File: src/rtl/divider_pkg.sv
// Shared types and constants for the sequential restoring divider.
package divider_pkg;

  localparam int DEF_WIDTH = 8;

  typedef enum logic [1:0] {
    IDLE,
    ITER,
    FIX
  } state_t;

  // Step counter must reach 2*w.
  function automatic int cnt_width(input int w);
    return $clog2(2 * w + 1);
  endfunction

  // Saturation values; each also equals the largest quotient magnitude representable in w bits.
  function automatic logic [63:0] sat_pos(input int w);
    return (64'd1 << (w - 1)) - 64'd1;
  endfunction

  function automatic logic [63:0] sat_neg(input int w);
    return 64'd1 << (w - 1);
  endfunction

  function automatic logic [63:0] sat_uns(input int w);
    return (64'd1 << w) - 64'd1;
  endfunction

endpackage

File: src/rtl/div_sub.sv
// Trial subtractor for one restoring-division step: a - b in WIDTH+1 bits.
module div_sub #(
  parameter int WIDTH = 8
) (
  input  logic [WIDTH:0]   a,
  input  logic [WIDTH:0]   b,
  output logic [WIDTH-1:0] diff,
  output logic             nonneg
);

  logic [WIDTH:0] full;

  assign full   = a - b;
  assign diff   = full[WIDTH-1:0];
  assign nonneg = ~full[WIDTH];

endmodule

File: src/rtl/seq_divider.sv
// Sequential restoring divider, 2W/W -> W quotient and remainder, one bit per clock.
// Define DIVIDER_SIGNED_EN for two's-complement operands; otherwise operands are unsigned.
module seq_divider
  import divider_pkg::*;
#(
  parameter int WIDTH = DEF_WIDTH
) (
  input  logic               clk,
  input  logic               rst_n,
  input  logic               start,
  input  logic [2*WIDTH-1:0] dvd,
  input  logic [WIDTH-1:0]   dvs,
  output logic [WIDTH-1:0]   quo,
  output logic [WIDTH-1:0]   rem,
  output logic               busy,
  output logic               done,
  output logic               ovf,
  output logic               dbz
);

  localparam int CW = cnt_width(WIDTH);
  localparam logic [CW-1:0] LAST = CW'(2 * WIDTH - 1);

`ifdef DIVIDER_SIGNED_EN
  localparam logic [WIDTH-1:0] SAT_P = WIDTH'(sat_pos(WIDTH));
  localparam logic [WIDTH-1:0] SAT_N = WIDTH'(sat_neg(WIDTH));
`else
  localparam logic [WIDTH-1:0] SAT_U = WIDTH'(sat_uns(WIDTH));
`endif

  state_t state, state_nx;

  logic [WIDTH-1:0]   r;
  logic [2*WIDTH-1:0] q;
  logic [WIDTH-1:0]   dvs_mag;
  logic               dvd_neg, quo_neg, zero_div;
  logic [CW-1:0]      cnt;

  logic               dvd_sign, dvs_sign;
  logic [2*WIDTH-1:0] dvd_abs;
  logic [WIDTH-1:0]   dvs_abs;
  logic [WIDTH:0]     r_sh;
  logic [WIDTH-1:0]   t;
  logic               t_ok;
  logic [WIDTH-1:0]   sat, fix_quo, fix_rem;
  logic               fix_ovf, fix_dbz;

  // NOTE: every variable written in always_comb gets a value on every path, so no latch is inferred.
  always_comb begin
`ifdef DIVIDER_SIGNED_EN
    dvd_sign = dvd[2*WIDTH-1];
    dvs_sign = dvs[WIDTH-1];
`else
    dvd_sign = 1'b0;
    dvs_sign = 1'b0;
`endif
    dvd_abs = dvd_sign ? -dvd : dvd;
    dvs_abs = dvs_sign ? -dvs : dvs;
  end

  // One step shifts {R,Q} left; the MSB of Q enters R.
  assign r_sh = {r, q[2*WIDTH-1]};

  div_sub #(.WIDTH(WIDTH)) u_sub (
    .a      (r_sh),
    .b      ({1'b0, dvs_mag}),
    .diff   (t),
    .nonneg (t_ok)
  );

  always_comb begin
    state_nx = state;
    case (state)
      IDLE:    if (start) state_nx = (dvs == '0) ? FIX : ITER;
      ITER:    if (cnt == LAST) state_nx = FIX;
      FIX:     state_nx = IDLE;
      default: state_nx = IDLE;
    endcase
  end

  // NOTE: sequential state uses non-blocking assignments so every register samples pre-edge values.
  always_ff @(posedge clk) begin
    if (!rst_n) state <= IDLE;
    else        state <= state_nx;
  end

  always_ff @(posedge clk) begin
    if (!rst_n) begin
      r        <= '0;
      q        <= '0;
      dvs_mag  <= '0;
      dvd_neg  <= 1'b0;
      quo_neg  <= 1'b0;
      zero_div <= 1'b0;
      cnt      <= '0;
    end else begin
      case (state)
        IDLE: if (start) begin
          r        <= '0;
          cnt      <= '0;
          dvs_mag  <= dvs_abs;
          dvd_neg  <= dvd_sign;
          quo_neg  <= dvd_sign ^ dvs_sign;
          zero_div <= (dvs == '0);
          // Divide by zero skips ITER; Q keeps the raw dividend for the remainder output.
          q        <= (dvs == '0) ? dvd : dvd_abs;
        end
        ITER: begin
          r   <= t_ok ? t : r_sh[WIDTH-1:0];
          q   <= {q[2*WIDTH-2:0], t_ok};
          cnt <= cnt + 1'b1;
        end
        default: ;
      endcase
    end
  end

  always_comb begin
`ifdef DIVIDER_SIGNED_EN
    sat = quo_neg ? SAT_N : SAT_P;
`else
    sat = SAT_U;
`endif
    fix_ovf = q > {{WIDTH{1'b0}}, sat};
    fix_dbz = 1'b0;
    fix_quo = quo_neg ? -q[WIDTH-1:0] : q[WIDTH-1:0];
    fix_rem = dvd_neg ? -r : r;
    if (fix_ovf) begin
      fix_quo = sat;
      fix_rem = '0;
    end
    if (zero_div) begin
      fix_quo = '1;
      fix_rem = q[WIDTH-1:0];
      fix_ovf = 1'b0;
      fix_dbz = 1'b1;
    end
  end

  always_ff @(posedge clk) begin
    if (!rst_n) begin
      quo  <= '0;
      rem  <= '0;
      ovf  <= 1'b0;
      dbz  <= 1'b0;
      done <= 1'b0;
    end else begin
      done <= (state == FIX);
      if (state == FIX) begin
        quo <= fix_quo;
        rem <= fix_rem;
        ovf <= fix_ovf;
        dbz <= fix_dbz;
      end
    end
  end

  assign busy = (state != IDLE);

endmodule

File: config.mk
export PLATFORM = sky130hd
export DESIGN_NAME = seq_divider
export DESIGN_NICKNAME = d
export VERILOG_FILES = /design/src/rtl/divider_pkg.sv /design/src/rtl/div_sub.sv /design/src/rtl/seq_divider.sv
export SDC_FILE = /design/constraint.sdc
export NUM_CORES = 1
export LEC_CHECK = 0
export ABC_AREA = 1
export ABC_CLOCK_PERIOD_IN_PS = 1800
export BUFFER_PORTS_ARGS = -buffer_cell sky130_fd_sc_hd__buf_2
export CAP_MARGIN = 20
export CORE_MARGIN = 3
export CORE_UTILIZATION = 30
export CTS_CLUSTER_SIZE = 25
export DETAILED_ROUTE_END_ITERATION = 10
export PLACE_DENSITY = 0.49
export SLEW_MARGIN = 30
export SYNTH_ARGS = -nofsm -noshare
export SYNTH_HDL_FRONTEND = slang
export SYNTH_SLANG_ARGS = --single-unit
File: constraint.sdc
create_clock -name clk -period 1.8 [get_ports clk]
set_input_delay 0.36 -clock clk [delete_from_list [all_inputs] [get_ports clk]]
set_output_delay 0.36 -clock clk [all_outputs]
set_load 0.01 [all_outputs]
Word level (Yosys, flattened, before mapping)

Cells that the tools add are included.

Output and inout bits: 20
Flip-flop bits (word level): 59
Input bits: 27

Muxes and demuxes: 17
Magnitude comparators: 1
Bitwise gates (word level): 1
Equal/unequal tests: 5
Reduce and logical (&&, ||, !) cells: 7
$add $sub $neg: 2

Operator list:

| operator            | number |
|---|---|
| $mux 8              | 6 |
| $pmux 16 s2         | 1 |
| $gt 16x8->1 const B | 1 |
| $mux 16             | 1 |
| $pmux 8 s2          | 1 |
| $pmux 5 s2          | 1 |
| $sub 9x8->9         | 1 |
| $logic_not 8->1     | 1 |
| $mux 2              | 3 |
| $reduce_and 2->1    | 3 |
| $add 5x1->5 const B | 1 |
| $eq 5x4->1 const B  | 1 |
| $mux 5              | 1 |
| $ne 2x2->1 const B  | 2 |
| $pmux 2 s2          | 1 |
| $reduce_bool 2->1   | 2 |
| $eq 2x1->1 const B  | 1 |
| $eq 2x2->1 const B  | 1 |
| $logic_not 2->1     | 1 |
| $mux 1              | 2 |
| $not 1->1           | 1 |

Logic depth before layout (Yosys ltp)

Depth in word-level cells: 4
Depth in mapped cells: 14

Modules after synthesis

From an unflattened synthesis, not the netlist that was laid out.

Cells, all modules: 426
Area, all modules: 2962.8 sq um

Modules (own cells, without submodules):

| module      | cells each | instances | area an instance (sq um) |
|---|---|---|---|
| seq_divider | 346        | 1         | 2531.2 |
| div_sub     | 80         | 1         | 431.7 |

Worst setup path before layout

OpenSTA, ideal clock, no wires.

Path kind: register to register
Start: reg q[15]
End: reg r[7]
Arrival time: 1.757 ns
Library setup time: 0.066 ns
Path buffers: 0
Cell stages (with the launch flop): 15
Period minus slack after synthesis: 1.823 ns
Path slack: -0.023 ns
Path through: dfxtp_1 inv_1 ha_1 fa_1 inv_1 nand2_1 nand2_2 nand3_2 nand2_2 nand2_4 nand2_4 nand2_1 nand2_1 nand2_1 a21oi_2

Longest elaborated chain between the ends: 3

Ends and longest elaborated chain:

| item                   | line               | source |
|---|---|---|
| from (decl)            | seq_divider.sv:34  | `logic [2*WIDTH-1:0] q;` |
| from (signal assigned) | seq_divider.sv:106 | `q <= (dvs == '0) ? dvd : dvd_abs;` |
| from (signal assigned) | seq_divider.sv:110 | `q <= {q[2*WIDTH-2:0], t_ok};` |
| $sub 9x8->9            | div_sub.sv:13      | `assign full = a - b;` |
| $mux 8                 | seq_divider.sv:109 | `r <= t_ok ? t : r_sh[WIDTH-1:0];` |
| $pmux 8 s2             | seq_divider.sv:97  | `case (state)` |
| to (signal assigned)   | seq_divider.sv:109 |  |
| to (decl)              | seq_divider.sv:33  | `logic [WIDTH-1:0] r;` |

Every way passes these cells.
A chain may end at the register's enable or synchronous reset.

Worst setup path after layout

Start: reg q[15]
End: reg r[0]

Longest elaborated chain between the ends: 3

Ends and longest elaborated chain:

| item           | line |
|---|---|
| $sub 9x8->9    | div_sub.sv:13 |
| $mux 8 (*)     | seq_divider.sv:109 |
| $pmux 8 s2 (*) | seq_divider.sv:97 |

Every way passes the cells marked *; elsewhere a longest branch is shown, timed or not.

==> results.ini <==
[synthesis]
synth_top_family_by_area=simple AND/OR/NAND/NOR gates
synth-simple-area-share_pct=25.7
synth_area_mm2=0.00294
ys_warn_count=0
netlist-cell-type-count=38
synth_xor_area_share_pct=0.894
synth_area_per_cell_um2=7.26
synth-compound-area-share_pct=18.1
muxShareOfSynthArea_pct=0
async_reset_ff_share_pct=0
synth_nets=443
synth_edf_count=0
synth_adder_area_share_pct=4.94
ys.flop_type=dfxtp_1
netlist_instances=405
seq_area_frac_synth_pct=40.2
ys_seq_elements=59

[placed_design]
dpl.cell_count=583
routabilityCongestion=0.765
dp_hpwl_um=5670
portBuffers=46

[grt]
antenna_found_initial=0
grt_pass1_wl_um=12800
grt_max_degree=28
grt_overflow=0
grt_pass1_vias=2641
grt_use_total_pct=14.4

[routing]
dr_total_vias=2814
drt-initial-drc-count=140
via_per_inst=4.65
detail_route.first_pass.iterations=4
wl_per_cell_um=12.8
antenna_left=0
drc_errors=0
wl_um=7740

[setup_path]
path_class=register to register
cp_data_arrival_time_ps=1990
crit_path_end_kind=register
rr_startpoint=q[15]
required_ps=2000
start_kind=register
crit_path_start=q[15]
critPathMaxFanout=5
reg2reg_depth=12

[layout]
stdcell_count=605
final_common_cell=nand2_1
mostFrequentLayoutCells=nand2_1, dfxtp_1, inv_1, buf_2, o21ai_0
regArea_mm2=0.00118
area_growth_pct=26.0
fin_util_pct=39.5
num_antenna_cells=0
n_fill_cell=1043
layout.nets=509
drive_gt1_share_pct=24.8
multi_input_area_mm2=0.00156

[floorplanning]
num_io_pins=47
rows=35
start_util_pct=31.4
core_region_area_mm2=0.00937
die_area_mm2=0.0110
dieHeight_um=105
die_x_um=105

[worst_hold_path]
min-delay-start=dvs[0]
hold_class=input pin to register
min_path_cells=3

[sta]
fin_worst_skew_ps=11.5
setup_viol=0
period_needed_ps=1800
timing.final.max_slew_violations=0
period_share_pct=99.9
slew_headroom_pct=63.7
max_freq_mhz=556
rsz0062_at_grt=yes
tns_ps=0
hold_viol_final=0
worst_pin_slew_ps=543

[cts]
clock_path_buffers=2
cts.clk_slew.worst_paths_ps=60
cts_tree=done
clkSinkCount=59
h-tree-depth=3
numCtsBuffers=9
insertion_delay_ps=340
cts-root-buf=clkbuf_8
cts_hold_buffers=0

[run]
maxCapViolations=0

[run_status]
outcome=finished clean

[power]
p_leak_nw=1.63
ir_drop_mv=0.439
power.density_mw_per_mm2=1020

==> kinds of logic (layout without fill, tap and decap cells) <==
family / Yosys count / in the layout
xor+xnor: 3 / 3
flops: 59 / 59
compound gates: 93 / 93
fa+ha+maj: 11 / 11
simple gates: 170 / 173
buf+inv: 69 / 137
==> worst paths after layout <==
check	endpoint	slack, ps
worst max-delay path	r[0]	2
worst min-delay path	dvs_mag[0]	280
worst max register to register	r[0]	2
worst min register to register	cnt[4]	470
==> power by group <==
part	internal [mW]	leakage, nW	switching [mW]
registers	1.40	0.482	0.0654
logic	0.440	1.05	0.690
clock network	0.670	0.0991	0.523
==> metal layers <==
metal | GRT usage (%) | vias to the layer above | part of all wire, % | routed length, um
met5 | 0 | - | 0 | 0
met4 | 5.25 | 0 | 1.7 | 134
met3 | 3.58 | 12 | 3.8 | 294
met2 | 22.8 | 54 | 46 | 3530
met1 | 18.9 | 1273 | 49 | 3780
li1 | - | 1475 | - | -
==> state kept, by name (all words and copies together), names as in the netlist <==
register and count:
ovf 1, dvs_mag 8, dbz 1, rem 8
zero_div 1, state 2, cnt 5, done 1
r 8, q 16, quo 8
==> worst max-delay path: stages, from the launching register on <==
cell and delay, ps:
dfxtp_2 330, inv_2 50, ha_4 150, fa_2 350, inv_2 60, nand2_2 50, nand2_4 80, nand3_4 90
buf_4 150, nand3_2 100, nand3_1 110, nand3_1 90, a21oi_1 60
==> metrics by stage <==
step	worst slack (ps)	hold WS (ps)	instance area, um2	power [mW]
after floorplan	25.6	433	2940	2.21
after global placement	-24.2	447	3380	2.49
after detailed placement	-85.0	457	3380	2.49
after CTS	-21.9	261	3630	3.78
after global routing	-105	274	3700	4.05
final	2.43	277	3700	3.79
==> synthesized netlist by cell type, types with 3 or more instances <==
| master | instances | share of area [%] |
|---|---|---|
| o21ai_0 | 35 | 6.0 |
| a31oi_1 | 31 | 6.6 |
| inv_1 | 48 | 6.1 |
| nor2_1 | 26 | 3.3 |
| nand3b_1 | 3 | 0.77 |
| nand2_2 | 4 | 0.85 |
| buf_2 | 7 | 1.2 |
| ha_1 | 10 | 4.3 |
| nand2_1 | 105 | 13 |
| nand3_1 | 16 | 2.7 |
| clkbuf_8 | 3 | 1.4 |
| clkbuf_1 | 7 | 0.89 |
| a21oi_2 | 4 | 1.2 |
| dfxtp_1 | 59 | 40 |
| a21oi_1 | 18 | 3.1 |
==> final cells by class <==
cell class                 count  share of cell area, %
tap                          129                   4.36
clock inverter                 5                   1.42
clock buffer                  11                   3.82
timing repair buffer          70                   11.2
sequential                    59                   31.9
multi-input combinational    280                   42.1
inverter                      51                   5.17
==> what timing repair did <==
item | CTS | global route
buffers inserted | 1 | 2
setup endpoints to repair | 9 | 9
resized for setup | 7 | 10
gates cloned | 2 | 1
pin swaps | 6 | 8
No activity file was read; power rests on OpenSTA's default activity.
